$ cat src/rtl/mod_check_serializer_if.sv
// Word-in / bit-out interface of the check serializer.
// The slave modport is the serializer itself; the master modport is the word source and frame sink.
interface mod_check_serializer_if #(
   parameter int WIDTH = 8,
   parameter int CHK   = 3
);
   logic             in_valid;
   logic             in_ready;
   logic [WIDTH-1:0] in_data;
   logic             dout;
   logic             dout_valid;
   logic             frame_first;
   logic             frame_last;
   logic [CHK-1:0]   rem_out;

   modport slave (
      input  in_valid, in_data,
      output in_ready, dout, dout_valid, frame_first, frame_last, rem_out
   );

   modport master (
      output in_valid, in_data,
      input  in_ready, dout, dout_valid, frame_first, frame_last, rem_out
   );
endinterface

$ cat src/rtl/mod_check_serializer.sv
// Shifts a parallel word out MSB-first, then appends a CHK-bit check field
// that makes the whole frame an exact multiple of MOD.
module mod_check_serializer #(
   parameter  int WIDTH = 8,
   parameter  int MOD   = 5,
   localparam int CHK   = $clog2(MOD)
) (
   input logic                   clk,
   input logic                   resetn,
   mod_check_serializer_if.slave bus
);

   localparam int CNT_MAX = (WIDTH > CHK) ? WIDTH : CHK;
   localparam int CW      = $clog2(CNT_MAX + 1);
   localparam logic [CHK:0] L_MOD = (CHK+1)'(MOD);

   typedef enum logic [1:0] {
      S_IDLE,
      S_DATA,
      S_CHECK
   } state_t;

   // Appending bit b to a value with remainder rem: {rem, b} is exactly 2*rem+b,
   // which stays below 2*MOD, so a single conditional subtract reduces it.
   function automatic logic [CHK-1:0] f_step(input logic [CHK-1:0] rem, input logic bit_in);
      logic [CHK:0] w_sum;
      w_sum = {rem, bit_in};
      if (w_sum >= L_MOD) w_sum = w_sum - L_MOD;
      return w_sum[CHK-1:0];
   endfunction

   // Check value: the negation of (R * 2^CHK) mod MOD, so frame mod MOD == 0.
   function automatic logic [CHK-1:0] f_check(input logic [CHK-1:0] rem);
      logic [CHK-1:0] w_r;
      logic [CHK:0]   w_diff;
      w_r = rem;
      for (int k = 0; k < CHK; k++) w_r = f_step(w_r, 1'b0);
      w_diff = L_MOD - {1'b0, w_r};
      if (w_r == '0) w_diff = '0;
      return w_diff[CHK-1:0];
   endfunction

   state_t           r_state,  w_state_nxt;
   logic [WIDTH-1:0] r_shift,  w_shift_nxt;
   logic [CHK-1:0]   r_chk,    w_chk_nxt;
   logic [CW-1:0]    r_cnt,    w_cnt_nxt;
   logic [CHK-1:0]   r_rem,    w_rem_nxt;
   logic             r_dout,   w_dout_nxt;
   logic             r_valid,  w_valid_nxt;
   logic             r_first,  w_first_nxt;
   logic             r_last,   w_last_nxt;

   logic             w_in_ready;
   logic             w_xfer;
   logic [CHK-1:0]   w_chk_val;

   // Ready depends only on state so the source never sees a valid->ready loop.
   assign w_in_ready = (r_state == S_IDLE) || ((r_state == S_CHECK) && r_last);
   assign w_xfer     = bus.in_valid && w_in_ready;
   assign w_chk_val  = f_check(r_rem);

   always_comb begin
      // NOTE: every signal gets a default before the case so no path leaves one unassigned (no latches).
      w_state_nxt = r_state;
      w_shift_nxt = r_shift;
      w_chk_nxt   = r_chk;
      w_cnt_nxt   = r_cnt;
      w_rem_nxt   = r_rem;
      w_dout_nxt  = r_dout;
      w_valid_nxt = r_valid;
      w_first_nxt = 1'b0;
      w_last_nxt  = 1'b0;

      case (r_state)
         S_IDLE: begin
            w_valid_nxt = 1'b0;
            w_dout_nxt  = 1'b0;
            if (w_xfer) begin
               w_state_nxt = S_DATA;
               w_dout_nxt  = bus.in_data[WIDTH-1];
               w_shift_nxt = bus.in_data << 1;
               w_cnt_nxt   = CW'(1);
               w_rem_nxt   = f_step('0, bus.in_data[WIDTH-1]);
               w_valid_nxt = 1'b1;
               w_first_nxt = 1'b1;
            end
         end

         S_DATA: begin
            if (r_cnt == CW'(WIDTH)) begin
               w_state_nxt = S_CHECK;
               w_dout_nxt  = w_chk_val[CHK-1];
               w_chk_nxt   = w_chk_val << 1;
               w_cnt_nxt   = CW'(1);
               w_rem_nxt   = f_step(r_rem, w_chk_val[CHK-1]);
               w_last_nxt  = (CHK == 1);
            end else begin
               w_dout_nxt  = r_shift[WIDTH-1];
               w_shift_nxt = r_shift << 1;
               w_cnt_nxt   = r_cnt + CW'(1);
               w_rem_nxt   = f_step(r_rem, r_shift[WIDTH-1]);
            end
         end

         S_CHECK: begin
            if (r_last) begin
               // Final check bit is on the line; a new word may start with no gap.
               if (w_xfer) begin
                  w_state_nxt = S_DATA;
                  w_dout_nxt  = bus.in_data[WIDTH-1];
                  w_shift_nxt = bus.in_data << 1;
                  w_cnt_nxt   = CW'(1);
                  w_rem_nxt   = f_step('0, bus.in_data[WIDTH-1]);
                  w_valid_nxt = 1'b1;
                  w_first_nxt = 1'b1;
               end else begin
                  w_state_nxt = S_IDLE;
                  w_dout_nxt  = 1'b0;
                  w_valid_nxt = 1'b0;
                  w_cnt_nxt   = '0;
               end
            end else begin
               w_dout_nxt  = r_chk[CHK-1];
               w_chk_nxt   = r_chk << 1;
               w_cnt_nxt   = r_cnt + CW'(1);
               w_rem_nxt   = f_step(r_rem, r_chk[CHK-1]);
               w_last_nxt  = (r_cnt == CW'(CHK-1));
            end
         end

         default: begin
            w_state_nxt = S_IDLE;
            w_valid_nxt = 1'b0;
            w_dout_nxt  = 1'b0;
         end
      endcase
   end

   // NOTE: state is updated with non-blocking assignments so all registers see pre-edge values.
   always_ff @(posedge clk) begin
      if (!resetn) begin
         r_state <= S_IDLE;
         r_shift <= '0;
         r_chk   <= '0;
         r_cnt   <= '0;
         r_rem   <= '0;
         r_dout  <= 1'b0;
         r_valid <= 1'b0;
         r_first <= 1'b0;
         r_last  <= 1'b0;
      end else begin
         r_state <= w_state_nxt;
         r_shift <= w_shift_nxt;
         r_chk   <= w_chk_nxt;
         r_cnt   <= w_cnt_nxt;
         r_rem   <= w_rem_nxt;
         r_dout  <= w_dout_nxt;
         r_valid <= w_valid_nxt;
         r_first <= w_first_nxt;
         r_last  <= w_last_nxt;
      end
   end

   assign bus.in_ready    = w_in_ready;
   assign bus.dout        = r_dout;
   assign bus.dout_valid  = r_valid;
   assign bus.frame_first = r_first;
   assign bus.frame_last  = r_last;
   assign bus.rem_out     = r_rem;

endmodule

$ cat src/flat_wrapper.sv
// flat-port wrapper written by rule: the top's interface ports become plain ports
module mod_check_serializer_flat 
#(
   parameter  int WIDTH = 8,
   parameter  int MOD   = 5,
   localparam int CHK   = $clog2(MOD)
)
  (clk, resetn, bus_in_valid, bus_in_data, bus_in_ready, bus_dout, bus_dout_valid, bus_frame_first, bus_frame_last, bus_rem_out);
  mod_check_serializer_if #(.WIDTH(WIDTH), .CHK((3))) bus_i ();
  input logic clk;
  input logic resetn;
  input wire logic [$bits(bus_i.in_valid)-1:0] bus_in_valid;
  input wire logic [$bits(bus_i.in_data)-1:0] bus_in_data;
  output wire logic [$bits(bus_i.in_ready)-1:0] bus_in_ready;
  output wire logic [$bits(bus_i.dout)-1:0] bus_dout;
  output wire logic [$bits(bus_i.dout_valid)-1:0] bus_dout_valid;
  output wire logic [$bits(bus_i.frame_first)-1:0] bus_frame_first;
  output wire logic [$bits(bus_i.frame_last)-1:0] bus_frame_last;
  output wire logic [$bits(bus_i.rem_out)-1:0] bus_rem_out;
  assign bus_i.in_valid = bus_in_valid;
  assign bus_i.in_data = bus_in_data;
  assign bus_in_ready = bus_i.in_ready;
  assign bus_dout = bus_i.dout;
  assign bus_dout_valid = bus_i.dout_valid;
  assign bus_frame_first = bus_i.frame_first;
  assign bus_frame_last = bus_i.frame_last;
  assign bus_rem_out = bus_i.rem_out;
  mod_check_serializer #(.WIDTH(WIDTH), .MOD(MOD)) u_core (.clk(clk), .resetn(resetn), .bus(bus_i));
endmodule
$ cat config.mk
export PLATFORM = sky130hd
export DESIGN_NAME = mod_check_serializer_flat
export DESIGN_NICKNAME = d
export VERILOG_FILES = /design/src/rtl/mod_check_serializer_if.sv /design/src/rtl/mod_check_serializer.sv /design/src/flat_wrapper.sv
export SDC_FILE = /design/constraint.sdc
export NUM_CORES = 1
export LEC_CHECK = 0
export BUFFER_PORTS_ARGS = -buffer_cell sky130_fd_sc_hd__buf_2
export CAP_MARGIN = 20
export CELL_PAD_IN_SITES_DETAIL_PLACEMENT = 1
export CELL_PAD_IN_SITES_GLOBAL_PLACEMENT = 2
export CORE_MARGIN = 2
export CORE_UTILIZATION = 36
export DETAILED_ROUTE_END_ITERATION = 8
export PLACE_DENSITY_LB_ADDON = 0.1
export SLEW_MARGIN = 5
export SYNTH_ARGS = -nofsm -noshare
export SYNTH_HDL_FRONTEND = slang
export SYNTH_SLANG_ARGS = --single-unit
$ cat constraint.sdc
create_clock -name clk -period 3.2 [get_ports clk]
set_input_delay 0 -clock clk [delete_from_list [all_inputs] [get_ports clk]]
set_output_delay 0 -clock clk [all_outputs]
set_load 0.02 [all_outputs]
==> impl_metrics.py <==
metrics = {
    "detailed_routing": {
        "via_count": 1320,
        "drt_iter0_drc": 99,
        "top_layer": "met4",
        "drc": 0,
        "final_antenna_net_count": 0,
        "dr_wl_met3_um": 83,
        "vias_per_cell": 5.37,
        "routed_wirelength_um": 3840,
        "drtPass1Iterations": 4,
        "wl_per_cell_um": 15.6,
        "met1Wirelength_um": 1820,
        "dr_wl_met2_um": 1890,
    },
    "logic_synthesis": {
        "seq_area_frac_synth_pct": 30.0,
        "syn_nets": 204,
        "netlist_instances": 180,
        "synthDistinctLibCells": 37,
        "synth_area_leader_cell": "dfxtp_1",
        "yosys_warnings": 0,
        "synth_area_um2": 1470,
        "synth-seq-cells": 22,
        "synth.area.top_cells": "dfxtp_1, ha_1, a21oi_1, mux2i_1, nand2_1",
        "synth_top_area_share_pct": 30.0,
        "synth_ff_type": "dfxtp_1",
        "synth_edf_count": 0,
        "synth_area_per_cell_um2": 8.17,
        "ys_async_sr_fraction_pct": 0,
    },
    "floorplanning": {
        "die-area_um2": 4610,
        "die_h_um": 67.9,
        "initial_core_util_pct": 37.0,
        "fp.dieW_um": 67.9,
        "core_um2": 3970,
        "fp-row-count": 23,
        "num_io_pins": 19,
    },
    "pwr": {
        "leakagePower_uw": 0.000669,
        "cellPowerDensity_nw_per_um2": 808,
        "max-vdd-ir-drop_uv": 268,
        "power.total_uw": 1330,
    },
    "final_layout": {
        "area_growth_pct": 12.3,
        "fin_nets": 221,
        "final_cell_mix": "dfxtp_1, a21oi_1, buf_2",
        "final_common_cell": "dfxtp_1",
        "antenna_cells": 0,
        "drive_above_1_share_pct": 15.8,
        "final_util_pct": 41.6,
        "design_area_um2": 1650,
        "fillers": 487,
    },
    "clock_tree": {
        "cts_setup_buffers": 0,
        "cts_tree": "built",
        "cts_root_buffer": "clkbuf_8",
        "clk_latency_ns": 0.26,
        "clk_pin_slew_ns": 0.09,
        "post_cts_resized": 0,
        "numCtsBuffers": 3,
        "htree_levels": 1,
        "cts_hold_buf": 0,
        "cts.sink_count": 22,
        "clk_path_buf_depth": 2,
    },
    "worst_setup_path": {
        "crit_chain": "inv_1 -> ha_1 -> inv_1 -> a2111oi_4 -> nor2_1 -> a211oi_1",
        "start_kind": "flop",
        "critical_path_buf_inv_count": 2,
        "end_kind": "flop",
        "slowest_delay_ns": 0.78,
        "cp_max_fo": 14,
        "cp.arrival_ns": 2.56,
        "critPathKind": "flop to flop",
        "crit_family": "compound AO/OA/AOI/OAI gates",
        "worst_ep_required_time_ns": 3.36,
        "critPathMostFrequentCell": "inv_1",
        "critPathSlowestCell": "a2111oi_4",
    },
    "sta": {
        "finalSetupViolCount": 0,
        "max_freq_ghz": 0.418,
        "period_needed_ns": 2.39,
        "tightest_slew_ns": 0.823,
        "hold_slack_ns": 0.00936,
        "slew_viol_final": 0,
        "fin_crit_sh_pct": 74.7,
        "rsz0062_at_grt": "no",
        "finClkSkew_ns": 0.00202,
        "final.setup.tns_ns": 0,
        "finalHoldViolCount": 0,
        "relSlewSlack_pct": 45.1,
    },
    "global_route": {
        "grt_pass1_vias": 1301,
        "grt-ovfl-total": 0,
        "track_usage_pct": 18.1,
        "antenna_found_initial": 0,
        "grt_max_degree": 19,
        "grt_first_pass_wirelength_um": 6290,
    },
    "flow_run": {
        "max_cap_violations": 0,
    },
    "place": {
        "dpl-instance-area_um2": 1600,
        "portBuffers": 18,
        "dp_hpwl_um": 2940,
        "routabilityCongestion": 0.826,
    },
    "min_path": {
        "hold_path.class": "primary input to flop",
    },
    "outcome": {
        "status": "finished, final reports clean",
    },
}
[kinds of logic (layout without fill, tap and decap cells)]
group	Yosys count	in the layout	share of synthesized area, %
compound gates	51	51	24.2
xor+xnor	2	2	1.19
fa+ha+maj	13	13	11.1
buf+inv	19	35	5.45
flops	22	22	30.0
mux	9	9	6.13
simple gates	64	64	22.0
[metrics by stage]
step,worst slack [ns],std cells
3_5_place_dp,0.771,242
2_1_floorplan,1.38,180
6_report,0.808,246
4_1_cts,0.747,246
5_1_grt,0.538,246
3_3_place_gp,0.959,242
[sequential cells by signal, summed over array words and instances, names as in the netlist]
signal                  flops
u_core.bus.frame_first      1
u_core.r_chk                2
u_core.r_cnt                4
u_core.bus.dout_valid       1
u_core.bus.dout             1
u_core.r_shift              7
u_core.bus.frame_last       1
u_core.bus.rem_out          3
u_core.r_state              2
[worst min-delay path, stage by stage]
cell and delay, ns:
buf_2 0.10, nand3_1 0.07, a21oi_1 0.06
[synth_stat cells (2+ instances only)]
library cell,n
nand2b_1,6
mux2i_1,9
o21ai_0,9
nand3b_1,2
a211oi_2,3
dfxtp_1,22
o211ai_1,2
nand3_1,9
a211oi_1,4
ha_1,13
nor3_1,2
a21oi_1,21
nor2b_1,6
and2_1,2
clkbuf_1,5
nor2_1,15
xnor2_1,2
a22oi_1,3
inv_1,11
nand2_1,16
nor3b_1,2
[layout make-up]
class                           instances  area, um2  area share (%)
Clock buffer                            4       55.1            3.34
Inverter                               12       45.0            2.73
Tap cell                               50       62.6            3.79
Multi-Input combinational cell        139        950            57.5
Sequential cell                        22        440            26.7
Timing Repair Buffer                   19       97.6            5.91
[worst paths after layout]
check | start | to | slack, ns | depth (start not counted)
worst max-delay path | u_core.r_state[1] | u_core.r_shift[7] | 0.81 | 6
worst min register to register | u_core.bus.dout_valid | u_core.bus.dout_valid | 0.49 | 2
worst min-delay path | bus_in_data[0] | u_core.r_shift[1] | 0.009 | 3
worst max register to register | u_core.r_state[1] | u_core.r_shift[7] | 0.81 | 6
[layer usage]
metal | up-vias | global-route usage [%]
met5 | - | 0
li1 | 664 | -
met3 | 6 | 2.63
met4 | 0 | 5.75
met1 | 634 | 23.6
met2 | 16 | 30.6
[report_power, final]
group / internal, uW / switching [uW] / leakage [uW]
clock: 110 / 96.8 / 0.0000288
combinational: 282 / 456 / 0.000460
sequential: 340 / 49.4 / 0.000180
total: 732 / 602 / 0.000669
Power figures use the tool's default switching activity.
